[src/rtl/z80_bus_master.sv]
// z80_bus_master: Z80-style bus initiator. Converts single-word commands
// (memrd/memwr/iord/iowr) into T-state timed bus cycles with WAIT support.
// One T-state is two clk cycles (H phase then L phase). All bus outputs are
// registered and are computed from the next FSM state, so every strobe edge
// lands on a clk edge.
//
// Command handshake: a command is transferred on a rising clk edge where
// rdy_o=1 and req_i=1; cmd_i/addr_i/wdata_i are captured on that edge.
// rdy_o drops on the following clk and returns high together with the
// one-clk done_o pulse. req_i while rdy_o=0 is ignored, never queued.
module z80_bus_master #(
  parameter int IO_TW  = 1,  // automatic wait T-states in every IO cycle
  parameter int MEM_TW = 0   // automatic wait T-states in every memory cycle
) (
  input  logic        clk_i,
  input  logic        rst_i,
  input  logic        req_i,
  input  logic [1:0]  cmd_i,
  input  logic [15:0] addr_i,
  input  logic [7:0]  wdata_i,
  output logic        rdy_o,
  output logic        done_o,
  output logic [7:0]  rdata_o,
  output logic [15:0] a_o,
  output logic [7:0]  d_out_o,
  output logic        d_oe_o,
  input  logic [7:0]  d_in_i,
  output logic        mreq_n_o,
  output logic        iorq_n_o,
  output logic        rd_n_o,
  output logic        wr_n_o,
  input  logic        wait_n_i,
  output logic [3:0]  dbg_state_o
);

  typedef enum logic [3:0] {
    S_IDLE = 4'd0,
    S_T1H  = 4'd1,
    S_T1L  = 4'd2,
    S_T2H  = 4'd3,
    S_T2L  = 4'd4,
    S_TWH  = 4'd5,
    S_TWL  = 4'd6,
    S_T3H  = 4'd7,
    S_T3L  = 4'd8
  } state_t;

  localparam logic [7:0] IO_TW_L  = 8'(IO_TW);
  localparam logic [7:0] MEM_TW_L = 8'(MEM_TW);

  // FSM and command registers
  state_t      state_q, state_d;
  logic [1:0]  cmd_q, cmd_d;
  logic [7:0]  tw_cnt_q, tw_cnt_d;

  // Registered bus outputs
  logic        rdy_q, rdy_d;
  logic        done_q, done_d;
  logic [7:0]  rdata_q, rdata_d;
  logic [15:0] a_q, a_d;
  logic [7:0]  d_out_q, d_out_d;
  logic        d_oe_q, d_oe_d;
  logic        mreq_n_q, mreq_n_d;
  logic        iorq_n_q, iorq_n_d;
  logic        rd_n_q, rd_n_d;
  logic        wr_n_q, wr_n_d;

  // Helper terms
  logic        accept;
  logic [7:0]  tw_need;
  logic [7:0]  tw_cnt_inc;
  logic        io_d, wr_d;
  logic        bus_act_d, io_act_d, mem_wr_act_d;

  assign accept     = (state_q == S_IDLE) && req_i;
  assign tw_need    = cmd_q[1] ? IO_TW_L : MEM_TW_L;
  // Saturate so an endless WAIT cannot wrap the counter below tw_need.
  assign tw_cnt_inc = (tw_cnt_q == 8'hFF) ? 8'hFF : tw_cnt_q + 8'd1;

  // State and output registers with synchronous reset
  always_ff @(posedge clk_i) begin
    if (rst_i) begin
      state_q  <= S_IDLE;
      cmd_q    <= 2'd0;
      tw_cnt_q <= 8'd0;
      rdy_q    <= 1'b1;
      done_q   <= 1'b0;
      rdata_q  <= 8'd0;
      a_q      <= 16'd0;
      d_out_q  <= 8'd0;
      d_oe_q   <= 1'b0;
      mreq_n_q <= 1'b1;
      iorq_n_q <= 1'b1;
      rd_n_q   <= 1'b1;
      wr_n_q   <= 1'b1;
    end else begin
      state_q  <= state_d;
      cmd_q    <= cmd_d;
      tw_cnt_q <= tw_cnt_d;
      rdy_q    <= rdy_d;
      done_q   <= done_d;
      rdata_q  <= rdata_d;
      a_q      <= a_d;
      d_out_q  <= d_out_d;
      d_oe_q   <= d_oe_d;
      mreq_n_q <= mreq_n_d;
      iorq_n_q <= iorq_n_d;
      rd_n_q   <= rd_n_d;
      wr_n_q   <= wr_n_d;
    end
  end

  // Next-state: T-state sequencing, automatic waits and WAIT sampling.
  // wait_n_i is only looked at in T2L and TWL, the last L phase before T3.
  always_comb begin
    state_d  = state_q;
    tw_cnt_d = tw_cnt_q;
    case (state_q)
      S_IDLE: if (req_i) state_d = S_T1H;
      S_T1H:  state_d = S_T1L;
      S_T1L:  state_d = S_T2H;
      S_T2H:  state_d = S_T2L;
      S_T2L: begin
        tw_cnt_d = 8'd0;
        if ((tw_need != 8'd0) || !wait_n_i) state_d = S_TWH;
        else                                 state_d = S_T3H;
      end
      S_TWH:  state_d = S_TWL;
      S_TWL: begin
        tw_cnt_d = tw_cnt_inc;
        if ((tw_cnt_inc >= tw_need) && wait_n_i) state_d = S_T3H;
        else                                      state_d = S_TWH;
      end
      S_T3H:  state_d = S_T3L;
      S_T3L:  state_d = S_IDLE;
      default: state_d = S_IDLE;
    endcase
  end

  // Output next-values, derived from the state being entered so the
  // registered strobes line up exactly with their T-state windows.
  always_comb begin
    cmd_d   = accept ? cmd_i : cmd_q;
    io_d    = cmd_d[1];
    wr_d    = cmd_d[0];

    // Memory strobes: T1L..T3L. IO strobes: T2H..T3L.
    bus_act_d    = (state_d != S_IDLE) && (state_d != S_T1H);
    io_act_d     = bus_act_d && (state_d != S_T1L);
    mem_wr_act_d = (state_d == S_T2L) || (state_d == S_TWH) ||
                   (state_d == S_TWL) || (state_d == S_T3H) ||
                   (state_d == S_T3L);

    mreq_n_d = !(bus_act_d && !io_d);
    iorq_n_d = !(io_act_d && io_d);
    rd_n_d   = !(!wr_d && (io_d ? io_act_d : bus_act_d));
    wr_n_d   = !(wr_d && (io_d ? io_act_d : mem_wr_act_d));
    d_oe_d   = wr_d && bus_act_d;

    rdy_d    = (state_d == S_IDLE);
    done_d   = (state_q == S_T3L);

    // Address and write data are held between cycles.
    a_d      = accept ? addr_i : a_q;
    d_out_d  = (accept && cmd_i[0]) ? wdata_i : d_out_q;

    // Read data captured at the end of T3H.
    rdata_d  = ((state_q == S_T3H) && !cmd_q[0]) ? d_in_i : rdata_q;
  end

  assign rdy_o       = rdy_q;
  assign done_o      = done_q;
  assign rdata_o     = rdata_q;
  assign a_o         = a_q;
  assign d_out_o     = d_out_q;
  assign d_oe_o      = d_oe_q;
  assign mreq_n_o    = mreq_n_q;
  assign iorq_n_o    = iorq_n_q;
  assign rd_n_o      = rd_n_q;
  assign wr_n_o      = wr_n_q;
  assign dbg_state_o = state_q;

endmodule
[config.mk]
export PLATFORM = sky130hd
export DESIGN_NAME = z80_bus_master
export DESIGN_NICKNAME = d
export VERILOG_FILES = /design/src/rtl/z80_bus_master.sv
export SDC_FILE = /design/constraint.sdc
export NUM_CORES = 1
export LEC_CHECK = 0
export CORE_MARGIN = 5
export CORE_UTILIZATION = 48
export CTS_CLUSTER_SIZE = 30
export DETAILED_ROUTE_END_ITERATION = 12
export GPL_ROUTABILITY_DRIVEN = 0
export PLACE_DENSITY_LB_ADDON = 0.25
export SLEW_MARGIN = 20
export SYNTH_ARGS = -nofsm -noshare
export SYNTH_HDL_FRONTEND = slang
export SYNTH_SLANG_ARGS = --single-unit
[constraint.sdc]
create_clock -name clk_i -period 5.6 [get_ports clk_i]
set_input_delay 1.12 -clock clk_i [delete_from_list [all_inputs] [get_ports clk_i]]
set_output_delay 1.12 -clock clk_i [all_outputs]
set_load 0.1 [all_outputs]
==> results of run 1 <==
==> kinds of logic (layout without fill, tap and decap cells) <==
group                      Yosys count  after routing
DFF                                 53             53
and+or+nand+nor                    112            112
muxes                                8              8
adders and majority gates            2              2
buffers and inverters               23             93
xor gates and xnor gates             1              1
AOI/OAI and AO/OA                   64             64
==> cell type report <==
type,count,area [um2]
Multi-Input combinational cell,187,1080
Fill cell,403,1550
Sequential cell,53,1060
Timing Repair Buffer,81,808
Clock inverter,1,7.51
Inverter,4,15.0
Clock buffer,7,76.3
Tap cell,54,67.6
==> power by group <==
| group | internal [mW] | switching [mW] | leakage (nW) |
|---|---|---|---|
| clock network | 0.0887 | 0.121 | 0.0385 |
| logic | 0.0751 | 0.186 | 0.598 |
| registers | 0.396 | 0.0169 | 0.432 |
==> cell usage after synthesis (3+ instances only) <==
library cell / count
o21ai_0: 9
dfxtp_1: 53
a21oi_1: 35
nand3_1: 13
inv_1: 4
buf_2: 4
nor3_1: 5
o21a_1: 3
nand2_1: 49
buf_6: 4
mux2i_1: 8
clkbuf_1: 7
a211oi_1: 3
nor2_1: 18
o211ai_1: 4
==> registers in the layout, summed over array words and instances (netlist names), 2 cells and up <==
signal	count
a_o	16
tw_cnt_q	8
dbg_state_o	4
rdata_o	8
d_out_o	8
cmd_q	2
==> per-stage QoR <==
step           cells  utilization, %  worst slack, ns
4_1_cts          387            66.8             2.15
3_5_place_dp     379            65.0             2.50
5_1_grt          387            66.8             2.08
3_3_place_gp     379            65.0             2.54
2_1_floorplan    263               -             3.47
6_report         387            66.8             2.16
==> per-layer routing <==
metal  share of wire (%)  wire length (um)  track usage, %
met3                 6.5               356            5.67
met1                  45              2450            21.2
met5                   0                 0               0
met4                 2.1               115            6.87
met2                  47              2550            29.4
==> worst max-delay path by stage <==
stage / from / end / slack (ns)
floorplan: dbg_state_o[2] / dbg_state_o[2] / 3.47
global placement: dbg_state_o[1] / dbg_state_o[1] / 2.54
detailed placement: dbg_state_o[1] / dbg_state_o[1] / 2.50
CTS: dbg_state_o[1] / dbg_state_o[1] / 2.15
global route: dbg_state_o[1] / dbg_state_o[1] / 2.08
finish: dbg_state_o[1] / dbg_state_o[1] / 2.16
==> cells in the final DEF (no fill, tap or decap), types with 2 or more instances in the layout <==
cell	n
a211oi_1	3
a21oi_1	35
a31oi_1	2
a41oi_1	2
and2_1	2
clkbuf_1	2
clkbuf_8	5
clkdlybuf4s50_1	80
dfxtp_1	53
ha_1	2
inv_1	4
mux2i_1	8
nand2_1	49
nand2b_1	2
nand3_1	13
nand4_1	2
nor2_1	18
nor3_1	5
nor3_4	2
nor3b_1	2
o211ai_1	4
o21a_1	3
o21ai_0	9
or4_1	2
==> results.json, run 1 <==
{
  "synth_xor_area_share_pct": 0.384,
  "drt-total-wl_um": 5470,
  "synthMuxAreaShare_pct": 3.51,
  "outcome": "finished clean",
  "critPathMaxStageDelay_ns": 1.26,
  "drtIter0Drc": 89,
  "crit_type": "reg -> out",
  "dp_hpwl_um": 3890,
  "min_period_ns": 3.44,
  "cap_violations": 0,
  "reg2reg_to": "dbg_state_o[1]",
  "diodes": 0,
  "post_dp_cell_area_um2": 3030,
  "synth_compound_area_share_pct": 16.5,
  "cts.sinks": 53,
  "die_w_um": 78.9,
  "whs_path_depth": 2,
  "grt_start_max_net_pins": 47,
  "pin_count": 81,
  "required_ns": 4.48,
  "die_h_um": 78.9,
  "synthCells": 263,
  "synth_edf_count": 0,
  "cts_resized": 0,
  "core-area_um2": 4660,
  "hold_buffers": 0,
  "first_pass_iters": 4,
  "grt_pass1_vias": 1881,
  "grt_antenna_before_repair": 0,
  "numCtsBuffers": 5,
  "cp_data_arrival_time_ns": 2.32,
  "syn_to_final_growth_pct": 36.6,
  "crit_family": "buffers and inverters",
  "ir_drop_v": 0.000140,
  "p_per_area_nw_per_um2": 284,
  "worst_setup_path_end_kind": "output pin",
  "grt-ovfl-total": 0,
  "grt_setup_unrepaired": "false",
  "ys_types": 49,
  "via_count": 2059,
  "finalPower_mw": 0.883,
  "leakagePower_nw": 1.07,
  "r2r_slack_ns": 3.19,
  "synth.area.top_cells": "dfxtp_1 47%, nand2_1 8.1%, a21oi_1 7.7%",
  "avgSynthCellArea_um2": 8.66,
  "setup.worst_path.start_class": "flop",
  "rows": 25,
  "cts_root_buf": "clkbuf_8",
  "crit_buf_inv": 1,
  "design_area_um2": 3110,
  "synthSimpleGateAreaFrac_pct": 25.7,
  "cts.path.max_buffers": 2,
  "drc": 0,
  "avgViaCountPerCell": 5.32,
  "max_freq_mhz": 291,
  "synth-main-ff-cell": "dfxtp_1",
  "syn-cell-area_um2": 2280,
  "ys_seq_area_share_pct": 46.6,
  "synth_warnings": 0,
  "path_max_fanout": 18,
  "drtAntennaViolNets": 0,
  "hold_start": "a_o[3]",
  "yosysTopAreaCellShare_pct": 46.6,
  "drive_gt1_share_pct": 4.80,
  "syn_nets": 303,
  "finalHoldViolations": 0,
  "fp.dieArea_um2": 6220,
  "synth_top_area_cell": "dfxtp_1",
  "yosys_register_bits": 53,
  "whs_ns": 0.457,
  "yosys.area_share.adder_pct": 1.10,
  "start_util_pct": 48.9,
  "grt_usage_pct": 17.7,
  "post_cts_buffers": 0,
  "r2r-start": "tw_cnt_q[0]",
  "min_to": "a_o[3]",
  "tightest_slew_ns": 1.01,
  "r2r_cells": 8,
  "clk_latency_ns": 0.30,
  "critical-path-slowest-cell": "clkdlybuf4s50_1",
  "wl_per_cell_um": 14.1,
  "finalSetupViolations": 0,
  "timing.final.crit_share_pct": 61.4,
  "grt_pass1_wl_um": 8810,
  "cts_htree_levels": 2,
  "hold_class": "reg -> reg",
  "cts_tree": "done",
  "final_nets": 372,
  "worst_clock_skew_ns": 0.00396,
  "io_buffers": 80,
  "crit_chain": "clkdlybuf4s50_1",
  "clk_pin_slew_worst_paths_ns": 0.09,
  "drv_slew": 0,
  "cp_num_cells": 1,
  "max-slew-margin-rel_pct": 32.7,
  "synth_top_family_by_area": "simple AND/OR/NAND/NOR gates",
  "synth_async_sr_flop_share_pct": 0,
  "setup-tns-final_ns": 0
}
No activity file was read; power rests on OpenSTA's default activity.
==> run 2, diff against run 1 <==
--- a/config.mk
+++ b/config.mk
@@ -6,7 +6,7 @@
 export NUM_CORES = 1
 export LEC_CHECK = 0
 export CORE_MARGIN = 5
-export CORE_UTILIZATION = 48
+export CORE_UTILIZATION = 44
 export CTS_CLUSTER_SIZE = 30
 export DETAILED_ROUTE_END_ITERATION = 12
 export GPL_ROUTABILITY_DRIVEN = 0
==> constraint.sdc (replaced) <==
create_clock -name clk_i -period 3.4 [get_ports clk_i]
set_input_delay 0.68 -clock clk_i [delete_from_list [all_inputs] [get_ports clk_i]]
set_output_delay 0.68 -clock clk_i [all_outputs]
set_load 0.1 [all_outputs]
==> results.json, run 2 (synthesis results as in run 1) <==
{
  "swShare_pct": 35.7,
  "r2r-start": "tw_cnt_q[0]",
  "start_util_pct": 44.9,
  "hold_start": "a_o[11]",
  "post_cts_buffers": 0,
  "drv_slew": 0,
  "grt_pass1_vias": 1833,
  "drc": 0,
  "crit_type": "reg -> out",
  "clk_pin_slew_worst_paths_ns": 0.09,
  "via_count": 2036,
  "core-area_um2": 5070,
  "die_h_um": 82.0,
  "final_cell_mix": "66 x clkdlybuf4s50_1, 53 x dfxtp_1, 49 x nand2_1",
  "max_freq_mhz": 404,
  "wl_per_cell_um": 13.7,
  "outcome": "finished clean",
  "drive_gt1_share_pct": 9.61,
  "crit_family": "buffers and inverters",
  "critical-path-slowest-cell": "clkdlybuf4s50_1",
  "r2r_slack_ns": 1.14,
  "grt-ovfl-total": 0,
  "grt_setup_unrepaired": "false",
  "internal_power_mw": 0.956,
  "reg2reg_to": "dbg_state_o[1]",
  "clk_latency_ns": 0.30,
  "crit_chain": "clkdlybuf4s50_1",
  "p_per_area_nw_per_um2": 477,
  "tightest_slew_ns": 0.981,
  "numCtsBuffers": 5,
  "cts_root_buf": "clkbuf_8",
  "min_to": "a_o[11]",
  "cts_htree_levels": 2,
  "grt_antenna_before_repair": 0,
  "ir_drop_v": 0.000199,
  "final_nets": 372,
  "avgViaCountPerCell": 5.05,
  "r2r_cells": 8,
  "hold_class": "reg -> reg",
  "grt_usage_pct": 16.4,
  "whs_path_depth": 2,
  "worst_setup_path_end_kind": "output pin",
  "leakagePower_nw": 1.11,
  "cts_resized": 0,
  "grt_start_max_net_pins": 41,
  "setup-tns-final_ns": 0,
  "required_ns": 2.72,
  "max-slew-margin-rel_pct": 34.4,
  "finalHoldViolations": 0,
  "min_period_ns": 2.47,
  "die_w_um": 82.0,
  "final_common_cell": "clkdlybuf4s50_1",
  "p_clk_share_pct": 25.6,
  "pin_count": 81,
  "worst_clock_skew_ns": 0.00416,
  "largest_reg_flops": 16,
  "cts_tree": "done",
  "path_max_fanout": 2,
  "timing.final.crit_share_pct": 72.7,
  "power_switching_mw": 0.530,
  "cp_data_arrival_time_ns": 1.79,
  "dp_hpwl_um": 3980,
  "drtIter0Drc": 83,
  "diodes": 0,
  "critPathMaxStageDelay_ns": 1.15,
  "first_pass_iters": 5,
  "syn_to_final_growth_pct": 36.7,
  "hold_buffers": 0,
  "whs_ns": 0.457,
  "p_seq_share_pct": 45.9,
  "utilization_pct": 61.4,
  "p_comb_share_pct": 28.5,
  "fp.dieArea_um2": 6720,
  "cts.sinks": 53,
  "drtAntennaViolNets": 0,
  "cap_violations": 0,
  "io_buffers": 80,
  "finalSetupViolations": 0,
  "grt_pass1_wl_um": 8590,
  "rows": 26,
  "drt-total-wl_um": 5510,
  "cts.path.max_buffers": 2,
  "setup.worst_path.start_class": "flop",
  "crit_buf_inv": 1
}
[run 2: power by group through the flow]
stage                     logic (mW)  registers [mW]  clock network [mW]
after floorplan                0.124           0.894                   0
final                          0.424           0.682               0.381
after detailed placement       0.426           0.697                   0
after CTS                      0.427           0.683               0.400
after global routing           0.446           0.688               0.422
after global placement         0.425           0.696                   0
[run 2: cell type report]
class	count	area [um2]
clock buffers	7	96.3
fillers	484	1960
inverters	4	15.0
repair buffers	81	773
clock inverters	1	5.00
multi-input cells	187	1080
flip-flops and latches	53	1060
well taps	70	87.6
[run 2: how the worst max path moves through the flow]
| stage | endpoint | start | depth (start not counted) | slack, ns |
|---|---|---|---|---|
| 4_1_cts | a_o[14] | a_o[14] | 1 | 0.91 |
| 5_1_grt | a_o[10] | a_o[10] | 1 | 0.87 |
| 6_report | a_o[14] | a_o[14] | 1 | 0.93 |
| 2_1_floorplan | a_o[10] | dbg_state_o[3] | 6 | 1.31 |
| 3_3_place_gp | wr_n_o | req_i | 5 | 1.12 |
| 3_5_place_dp | wr_n_o | req_i | 5 | 1.16 |
[run 2: through the flow]
step	power, mW	cell area (um2)	worst slack [ns]	std cells
floorplan	1.02	2280	1.31	263
global route	1.56	3110	0.869	403
detailed placement	1.12	3010	1.16	395
global placement	1.12	3010	1.12	395
finish	1.49	3110	0.927	403
CTS	1.51	3110	0.908	403
[run 2: routing by layer]
| metal | up-vias | GRT usage, % | share of wire, % |
|---|---|---|---|
| met5 | - | 0 | 0 |
| met4 | 0 | 6.48 | 1.9 |
| met3 | 10 | 4.06 | 6.3 |
| met2 | 67 | 27.5 | 48 |
| met1 | 903 | 20.2 | 44 |
| li1 | 1056 | - | - |
